==> src/rtl/spi_pkg.sv <==
// Shared encodings for the parametrised SPI master: FSM states, {CKP,CPH} modes
// and the chip-select index width helper.
package spi_pkg;

  typedef enum logic [1:0] {
    ST_IDLE  = 2'd0,
    ST_SETUP = 2'd1,
    ST_SHIFT = 2'd2,
    ST_HOLD  = 2'd3
  } spi_state_e;

  // Mode index is {CKP, CPH}.
  typedef enum logic [1:0] {
    MODE_0 = 2'b00,
    MODE_1 = 2'b01,
    MODE_2 = 2'b10,
    MODE_3 = 2'b11
  } spi_mode_e;

  function automatic int cs_width(input int num_cs);
    return (num_cs > 1) ? $clog2(num_cs) : 1;
  endfunction

endpackage

==> src/rtl/spi_sck_gen.sv <==
// SCK generator: half-period counter that wraps at HALF_DIV-1, SCK toggle while
// shifting, and strobes flagging that a leading/trailing edge happens at this clock edge.
module spi_sck_gen #(
  parameter int HALF_DIV = 4
) (
  input  logic clk,
  input  logic reset,
  input  logic run,
  input  logic toggle,
  input  logic ckp,
  output logic sck,
  output logic tick,
  output logic lead_stb,
  output logic trail_stb
);

  localparam int CNT_W = (HALF_DIV > 1) ? $clog2(HALF_DIV) : 1;
  localparam logic [CNT_W-1:0] CNT_LAST = CNT_W'(HALF_DIV - 1);

  logic [CNT_W-1:0] cnt_q, cnt_d;
  logic             sck_q, sck_d;

  always_ff @(posedge clk or posedge reset) begin
    if (reset) begin
      cnt_q <= '0;
      sck_q <= 1'b0;
    end else begin
      cnt_q <= cnt_d;
      sck_q <= sck_d;
    end
  end

  always_comb begin
    cnt_d     = cnt_q;
    sck_d     = sck_q;
    tick      = run && (cnt_q == CNT_LAST);
    lead_stb  = tick && toggle && (sck_q == ckp);
    trail_stb = tick && toggle && (sck_q != ckp);
    if (!run) begin
      // Parked at the idle level of the mode about to start.
      cnt_d = '0;
      sck_d = ckp;
    end else begin
      cnt_d = tick ? '0 : cnt_q + 1'b1;
      if (tick && toggle) begin
        sck_d = ~sck_q;
      end
    end
  end

  assign sck = sck_q;

endmodule

==> src/rtl/spi_master_param.sv <==
// Parametrised full-duplex SPI master: FSM, TX/RX shift registers, chip-select
// decode and sample-edge bit counter; SCK timing comes from spi_sck_gen.
module spi_master_param
  import spi_pkg::*;
#(
  parameter int  DATA_W    = 16,
  parameter int  HALF_DIV  = 4,
  parameter int  NUM_CS    = 1,
  parameter int  LSB_FIRST = 0,
  localparam int CS_W      = cs_width(NUM_CS)
) (
  input  logic              clk,
  input  logic              reset,
  input  logic              start_stb,
  input  logic [DATA_W-1:0] tx_data,
  input  logic [CS_W-1:0]   cs_sel,
  input  logic              CKP,
  input  logic              CPH,
  input  logic              MISO,
  output logic              MOSI,
  output logic              SCK,
  output logic [NUM_CS-1:0] CS,
  output logic [DATA_W-1:0] rx_data,
  output logic              rx_valid,
  output logic              busy
);

  // state | meaning
  // IDLE  | waiting for start_stb; SCK follows the live CKP port
  // SETUP | CS asserted, SCK at idle level; CPH=0 already shows first bit
  // SHIFT | SCK toggles every HALF_DIV cycles for DATA_W full periods
  // HOLD  | SCK idle, CS still asserted, MOSI holds the last bit

  localparam int BIT_W = $clog2(DATA_W) + 1;

  spi_state_e        state_q, state_d;
  spi_mode_e         mode_q, mode_d;
  logic [CS_W-1:0]   cs_sel_q, cs_sel_d;
  logic [DATA_W-1:0] tx_sr_q, tx_sr_d;
  logic [DATA_W-1:0] rx_sr_q, rx_sr_d;
  logic [BIT_W-1:0]  bit_cnt_q, bit_cnt_d;
  logic              mosi_q, mosi_d;
  logic [NUM_CS-1:0] cs_q, cs_d;
  logic [DATA_W-1:0] rx_data_q, rx_data_d;
  logic              rx_valid_q, rx_valid_d;

  logic             gen_sck, tick, lead_stb, trail_stb;
  logic             run, toggle, cph;
  logic             sample_stb, drive_stb, shift_done;
  logic [BIT_W-1:0] bit_cnt_inc;

  function automatic logic first_bit(input logic [DATA_W-1:0] w);
    return (LSB_FIRST != 0) ? w[0] : w[DATA_W-1];
  endfunction

  function automatic logic [DATA_W-1:0] shift_out(input logic [DATA_W-1:0] w);
    return (LSB_FIRST != 0) ? {1'b0, w[DATA_W-1:1]} : {w[DATA_W-2:0], 1'b0};
  endfunction

  function automatic logic [DATA_W-1:0] shift_in(input logic [DATA_W-1:0] w, input logic b);
    return (LSB_FIRST != 0) ? {b, w[DATA_W-1:1]} : {w[DATA_W-2:0], b};
  endfunction

  assign run    = (state_q != ST_IDLE);
  assign toggle = (state_q == ST_SHIFT);
  assign cph    = mode_q[0];

  spi_sck_gen #(
    .HALF_DIV (HALF_DIV)
  ) u_sck_gen (
    .clk       (clk),
    .reset     (reset),
    .run       (run),
    .toggle    (toggle),
    .ckp       (mode_d[1]),
    .sck       (gen_sck),
    .tick      (tick),
    .lead_stb  (lead_stb),
    .trail_stb (trail_stb)
  );

  always_ff @(posedge clk or posedge reset) begin
    if (reset) begin
      state_q    <= ST_IDLE;
      mode_q     <= MODE_0;
      cs_sel_q   <= '0;
      tx_sr_q    <= '0;
      rx_sr_q    <= '0;
      bit_cnt_q  <= '0;
      mosi_q     <= 1'b0;
      cs_q       <= '1;
      rx_data_q  <= '0;
      rx_valid_q <= 1'b0;
    end else begin
      state_q    <= state_d;
      mode_q     <= mode_d;
      cs_sel_q   <= cs_sel_d;
      tx_sr_q    <= tx_sr_d;
      rx_sr_q    <= rx_sr_d;
      bit_cnt_q  <= bit_cnt_d;
      mosi_q     <= mosi_d;
      cs_q       <= cs_d;
      rx_data_q  <= rx_data_d;
      rx_valid_q <= rx_valid_d;
    end
  end

  always_comb begin
    state_d    = state_q;
    mode_d     = mode_q;
    cs_sel_d   = cs_sel_q;
    tx_sr_d    = tx_sr_q;
    rx_sr_d    = rx_sr_q;
    bit_cnt_d  = bit_cnt_q;
    mosi_d     = mosi_q;
    rx_data_d  = rx_data_q;
    rx_valid_d = 1'b0;
    cs_d       = '1;

    sample_stb  = cph ? trail_stb : lead_stb;
    drive_stb   = cph ? lead_stb : trail_stb;
    bit_cnt_inc = bit_cnt_q + BIT_W'(sample_stb);
    // The final trailing edge always closes the transfer, whichever edge samples.
    shift_done  = trail_stb && (bit_cnt_inc == BIT_W'(DATA_W));

    case (state_q)
      ST_IDLE: begin
        if (start_stb) begin
          state_d   = ST_SETUP;
          mode_d    = spi_mode_e'({CKP, CPH});
          cs_sel_d  = cs_sel;
          bit_cnt_d = '0;
          rx_sr_d   = '0;
          if (CPH) begin
            tx_sr_d = tx_data;
            mosi_d  = 1'b0;
          end else begin
            tx_sr_d = shift_out(tx_data);
            mosi_d  = first_bit(tx_data);
          end
        end
      end
      ST_SETUP: begin
        if (tick) begin
          state_d = ST_SHIFT;
        end
      end
      ST_SHIFT: begin
        if (sample_stb) begin
          rx_sr_d   = shift_in(rx_sr_q, MISO);
          bit_cnt_d = bit_cnt_inc;
        end
        if (drive_stb && !shift_done) begin
          mosi_d  = first_bit(tx_sr_q);
          tx_sr_d = shift_out(tx_sr_q);
        end
        if (shift_done) begin
          state_d = ST_HOLD;
        end
      end
      ST_HOLD: begin
        if (tick) begin
          state_d    = ST_IDLE;
          rx_data_d  = rx_sr_q;
          rx_valid_d = 1'b1;
        end
      end
      default: begin
        state_d = ST_IDLE;
      end
    endcase

    // An out-of-range index matches no line, so every CS stays high.
    if (state_d != ST_IDLE) begin
      for (int i = 0; i < NUM_CS; i++) begin
        if (cs_sel_d == CS_W'(i)) begin
          cs_d[i] = 1'b0;
        end
      end
    end
  end

  assign SCK      = (state_q == ST_IDLE) ? CKP : gen_sck;
  assign MOSI     = mosi_q;
  assign CS       = cs_q;
  assign rx_data  = rx_data_q;
  assign rx_valid = rx_valid_q;
  assign busy     = (state_q != ST_IDLE);

endmodule

==> config.mk <==
export PLATFORM = sky130hd
export DESIGN_NAME = spi_master_param
export DESIGN_NICKNAME = d
export VERILOG_FILES = /design/src/rtl/spi_pkg.sv /design/src/rtl/spi_sck_gen.sv /design/src/rtl/spi_master_param.sv
export SDC_FILE = /design/constraint.sdc
export NUM_CORES = 1
export LEC_CHECK = 0
export BUFFER_PORTS_ARGS = -buffer_cell sky130_fd_sc_hd__clkbuf_2
export CAP_MARGIN = 20
export CORE_MARGIN = 5
export CORE_UTILIZATION = 45
export CTS_BUF_LIST = sky130_fd_sc_hd__clkbuf_4
export CTS_CLUSTER_DIAMETER = 100
export CTS_CLUSTER_SIZE = 14
export DETAILED_ROUTE_END_ITERATION = 16
export GPL_TIMING_DRIVEN = 0
export PLACE_DENSITY_LB_ADDON = 0.05
export SYNTH_ARGS = -nofsm -noshare
export SYNTH_HDL_FRONTEND = slang
export SYNTH_HIERARCHICAL = 1
export SYNTH_SLANG_ARGS = --single-unit
export TNS_END_PERCENT = 1
==> constraint.sdc <==
create_clock -name clk -period 3.7 [get_ports clk]
set_input_delay 0.185 -clock clk [delete_from_list [all_inputs] [get_ports clk]]
set_output_delay 0.185 -clock clk [all_outputs]
set_load 0.005 [all_outputs]
==> flow_metrics.py <==
metrics = {
    "setup_path": {
        "cp_top_family": "multiplexers",
        "crit_top_cell": "mux2_2",
        "path_cells": "nor2_4 -> nand2_4 -> mux2_2 -> xor2_2 -> nor2b_4 -> mux2_2 -> ha_1 -> ha_2 -> and2_4 -> nand2_2 -> o32ai_2 -> a31o_1 -> buf_6 -> buf_12 -> mux2_4",
        "required_ps": 3970,
        "worstPathMaxFanout": 10,
        "crit_arrival_ps": 3690,
        "cp-start-kind": "flop",
        "endpoint_kind": "flop",
        "crit_path_max_incr_delay_ps": 460,
        "slowest_stage": "dfrtp_2",
        "crit_type": "flop to flop",
        "critPathBufInv": 2,
    },
    "cells_and_area": {
        "drive_gt1_share_pct": 34.6,
        "utilization_pct": 52.9,
        "fillers": 631,
        "seq_area_sq_mm": 0.00161,
        "finalNetCount": 365,
        "multiInputGateArea_sq_mm": 0.00135,
        "syn2layout_area_growth_pct": 16.1,
        "layout_common_cells": "dfrtp_1 (61), nand2_1 (59), clkbuf_2 (42)",
        "diodes": 0,
        "final_area_sq_mm": 0.00355,
        "mostFrequentLayoutCell": "dfrtp_1",
    },
    "power_and_ir_drop": {
        "power_switching_w": 0.000627,
        "p_leak_nw": 1.86,
        "seqPwrFrac_pct": 48.2,
        "power_frac_comb_pct": 31.6,
        "ir_drop_uv": 244,
        "power_frac_clock_pct": 20.3,
        "power.density_mw_per_mm2": 551,
        "sw_frac_of_total_pct": 32.0,
        "power.total_w": 0.00196,
        "cellInternalPower_w": 0.00133,
    },
    "floorplan": {
        "core_sq_mm": 0.00672,
        "die-area_sq_mm": 0.00855,
        "rows": 30,
        "ios": 44,
        "die_w_um": 92.5,
        "initial_utilization_pct": 45.5,
        "die_h_um": 92.5,
    },
    "timing": {
        "tns_ps": 0,
        "hold_violations": 0,
        "setup_viol": 0,
        "fin_crit_sh_pct": 92.5,
        "tightest_slew_ps": 626,
        "finClkSkew_ps": 10.3,
        "min_period_ps": 3420,
        "max_freq_mhz": 292,
        "maxSlewHeadroom_pct": 58.2,
        "whs_ps": 28.4,
        "rsz0062_at_grt": "no",
        "slew_viol_final": 0,
    },
    "min_path": {
        "hp-class": "input pin to flop",
    },
    "global_routing": {
        "grt_pass1_vias": 2309,
        "grtUsageTotal_pct": 15.6,
        "grt_max_degree": 34,
        "gr-total-overflow": 0,
        "grt_pass1_wl_um": 10800,
        "antenna_found_initial": 0,
    },
    "detailed_routing": {
        "vias": 2159,
        "drt_first_pass_iters": 4,
        "vias_per_cell": 5.09,
        "detail-route-antenna-nets": 0,
        "drt-wirelength-per-cell_um": 14.2,
        "drt_iter0_drc": 81,
        "drt_wl_total_um": 6010,
        "route.detailed.drc": 0,
    },
    "yosys": {
        "synth.distinct_cells": 35,
        "yosysWarnings": 6,
        "netlist_instances": 282,
        "post-synth-top-area-cell": "dfrtp_1",
        "synth_area_sq_mm": 0.00306,
        "ys_seq_area_share_pct": 52.4,
        "yosys-top-cells-area": "dfrtp_1 (52%), mux2_2 (9.9%), nand2_1 (7.2%)",
        "ys_seq_elements": 64,
        "synth.net_count": 308,
        "synth_top_area_share_pct": 51.5,
        "syn_area_per_cell_sq_um": 10.9,
    },
    "clock_network": {
        "worstSkewPairLatency_ps": 380,
        "cts_sinks": 64,
        "htreeDepth": 3,
        "clk_pin_slew_ps": 110,
        "cts_buffers": 9,
        "cts_tree": "done",
        "clockRootBuffer": "clkbuf_4",
        "cts_buffer_depth": 2,
    },
    "placement": {
        "dp_hpwl_um": 4160,
        "place_congestion": 0.715,
        "place_area_sq_mm": 0.00339,
        "io_buffers": 42,
    },
    "outcome": {
        "status": "finished clean",
    },
    "flow_run": {
        "drv_cap": 0,
    },
}
[cells in the mapped netlist, drive strengths merged]
cell type / number
o32ai: 1
nor2: 10
a32oi: 1
and3: 1
or2b: 1
nor2b: 3
dfstp: 1
clkbuf: 5
a31o: 1
inv: 7
nand3: 21
xor2: 1
xnor2: 1
o31ai: 2
nand3b: 1
and2: 3
mux2i: 16
o21ai: 22
a21bo: 1
buf: 10
nand2: 61
nor3b: 2
ha: 3
mux2: 36
a31oi: 2
a21oi: 6
dfrtp: 63
[kinds of logic after synthesis]
| group | share of synthesized area, % |
|---|---|
| compound gates | 7.03 |
| xor+xnor | 0.572 |
| fa+ha+maj | 1.23 |
| buf+inv | 4.17 |
| flops | 52.4 |
| mux | 19.6 |
| simple gates | 15.0 |
[registers in the layout, summed over array words and instances, names as in the netlist]
register and cells:
CS 1, MOSI 1, bit_cnt_q 5, cs_sel_q 1, mode_q 2, rx_data 16
rx_sr_q 16, rx_valid 1, state_q 2, tx_sr_q 16, u_sck_gen/cnt_q 2, u_sck_gen/sck 1
[power by group through the flow]
stage	logic, W	registers [W]	clock network (W)
6_report	0.000619	0.000944	0.000397
2_1_floorplan	0.000474	0.000935	0
3_5_place_dp	0.000609	0.000953	0
3_3_place_gp	0.000597	0.000948	0
5_1_grt	0.000694	0.000966	0.000453
4_1_cts	0.000613	0.000940	0.000412
[worst min-delay path, cell delays in order]
cell and delay, ps:
clkbuf_2 80, inv_1 60, a32oi_1 90
[layer usage]
metal,part of all wire [%],track usage (%),wire (um)
met5,0,0,0
met3,3.0,3.25,178
met2,48,26.2,2890
met1,47,19.4,2810
met4,2.2,6.68,133
[final cells by class]
| cell class | count | share of cell area (%) |
|---|---|---|
| Sequential cell | 64 | 45.2 |
| Multi-Input combinational cell | 196 | 38.1 |
| Timing Repair Buffer | 46 | 7.25 |
| Buffer | 15 | 2.85 |
| Tap cell | 80 | 2.82 |
| Clock buffer | 10 | 2.11 |
| Clock inverter | 6 | 1.02 |
| Inverter | 7 | 0.739 |
[repair_timing]
item	CTS	global route
hold buffers	2	0
hold endpoints to repair	31	0
resized for setup	0	7
endpoints found under the setup margin	0	16
buffers inserted	0	1
[metrics by stage]
stage	instances	setup WS [ps]
after floorplan	282	436
after global placement	404	45.5
after detailed placement	405	12.7
after CTS	423	3.94
after global routing	424	31.6
final	424	276
[worst paths after layout]
| check | from | endpoint | slack [ps] | cells after the start |
|---|---|---|---|---|
| min in group asynchronous | reset | u_sck_gen/cnt_q[0] | 210 | 3 |
| min | cs_sel | CS | 30 | 3 |
| max | state_q[0] | tx_sr_q[3] | 280 | 15 |
| max reg2reg | state_q[0] | tx_sr_q[3] | 280 | 15 |
| max in group asynchronous | reset | state_q[1] | 2670 | 4 |
| min reg2reg | u_sck_gen/cnt_q[0] | u_sck_gen/cnt_q[0] | 460 | 1 |
Power figures use the tool's default switching activity.
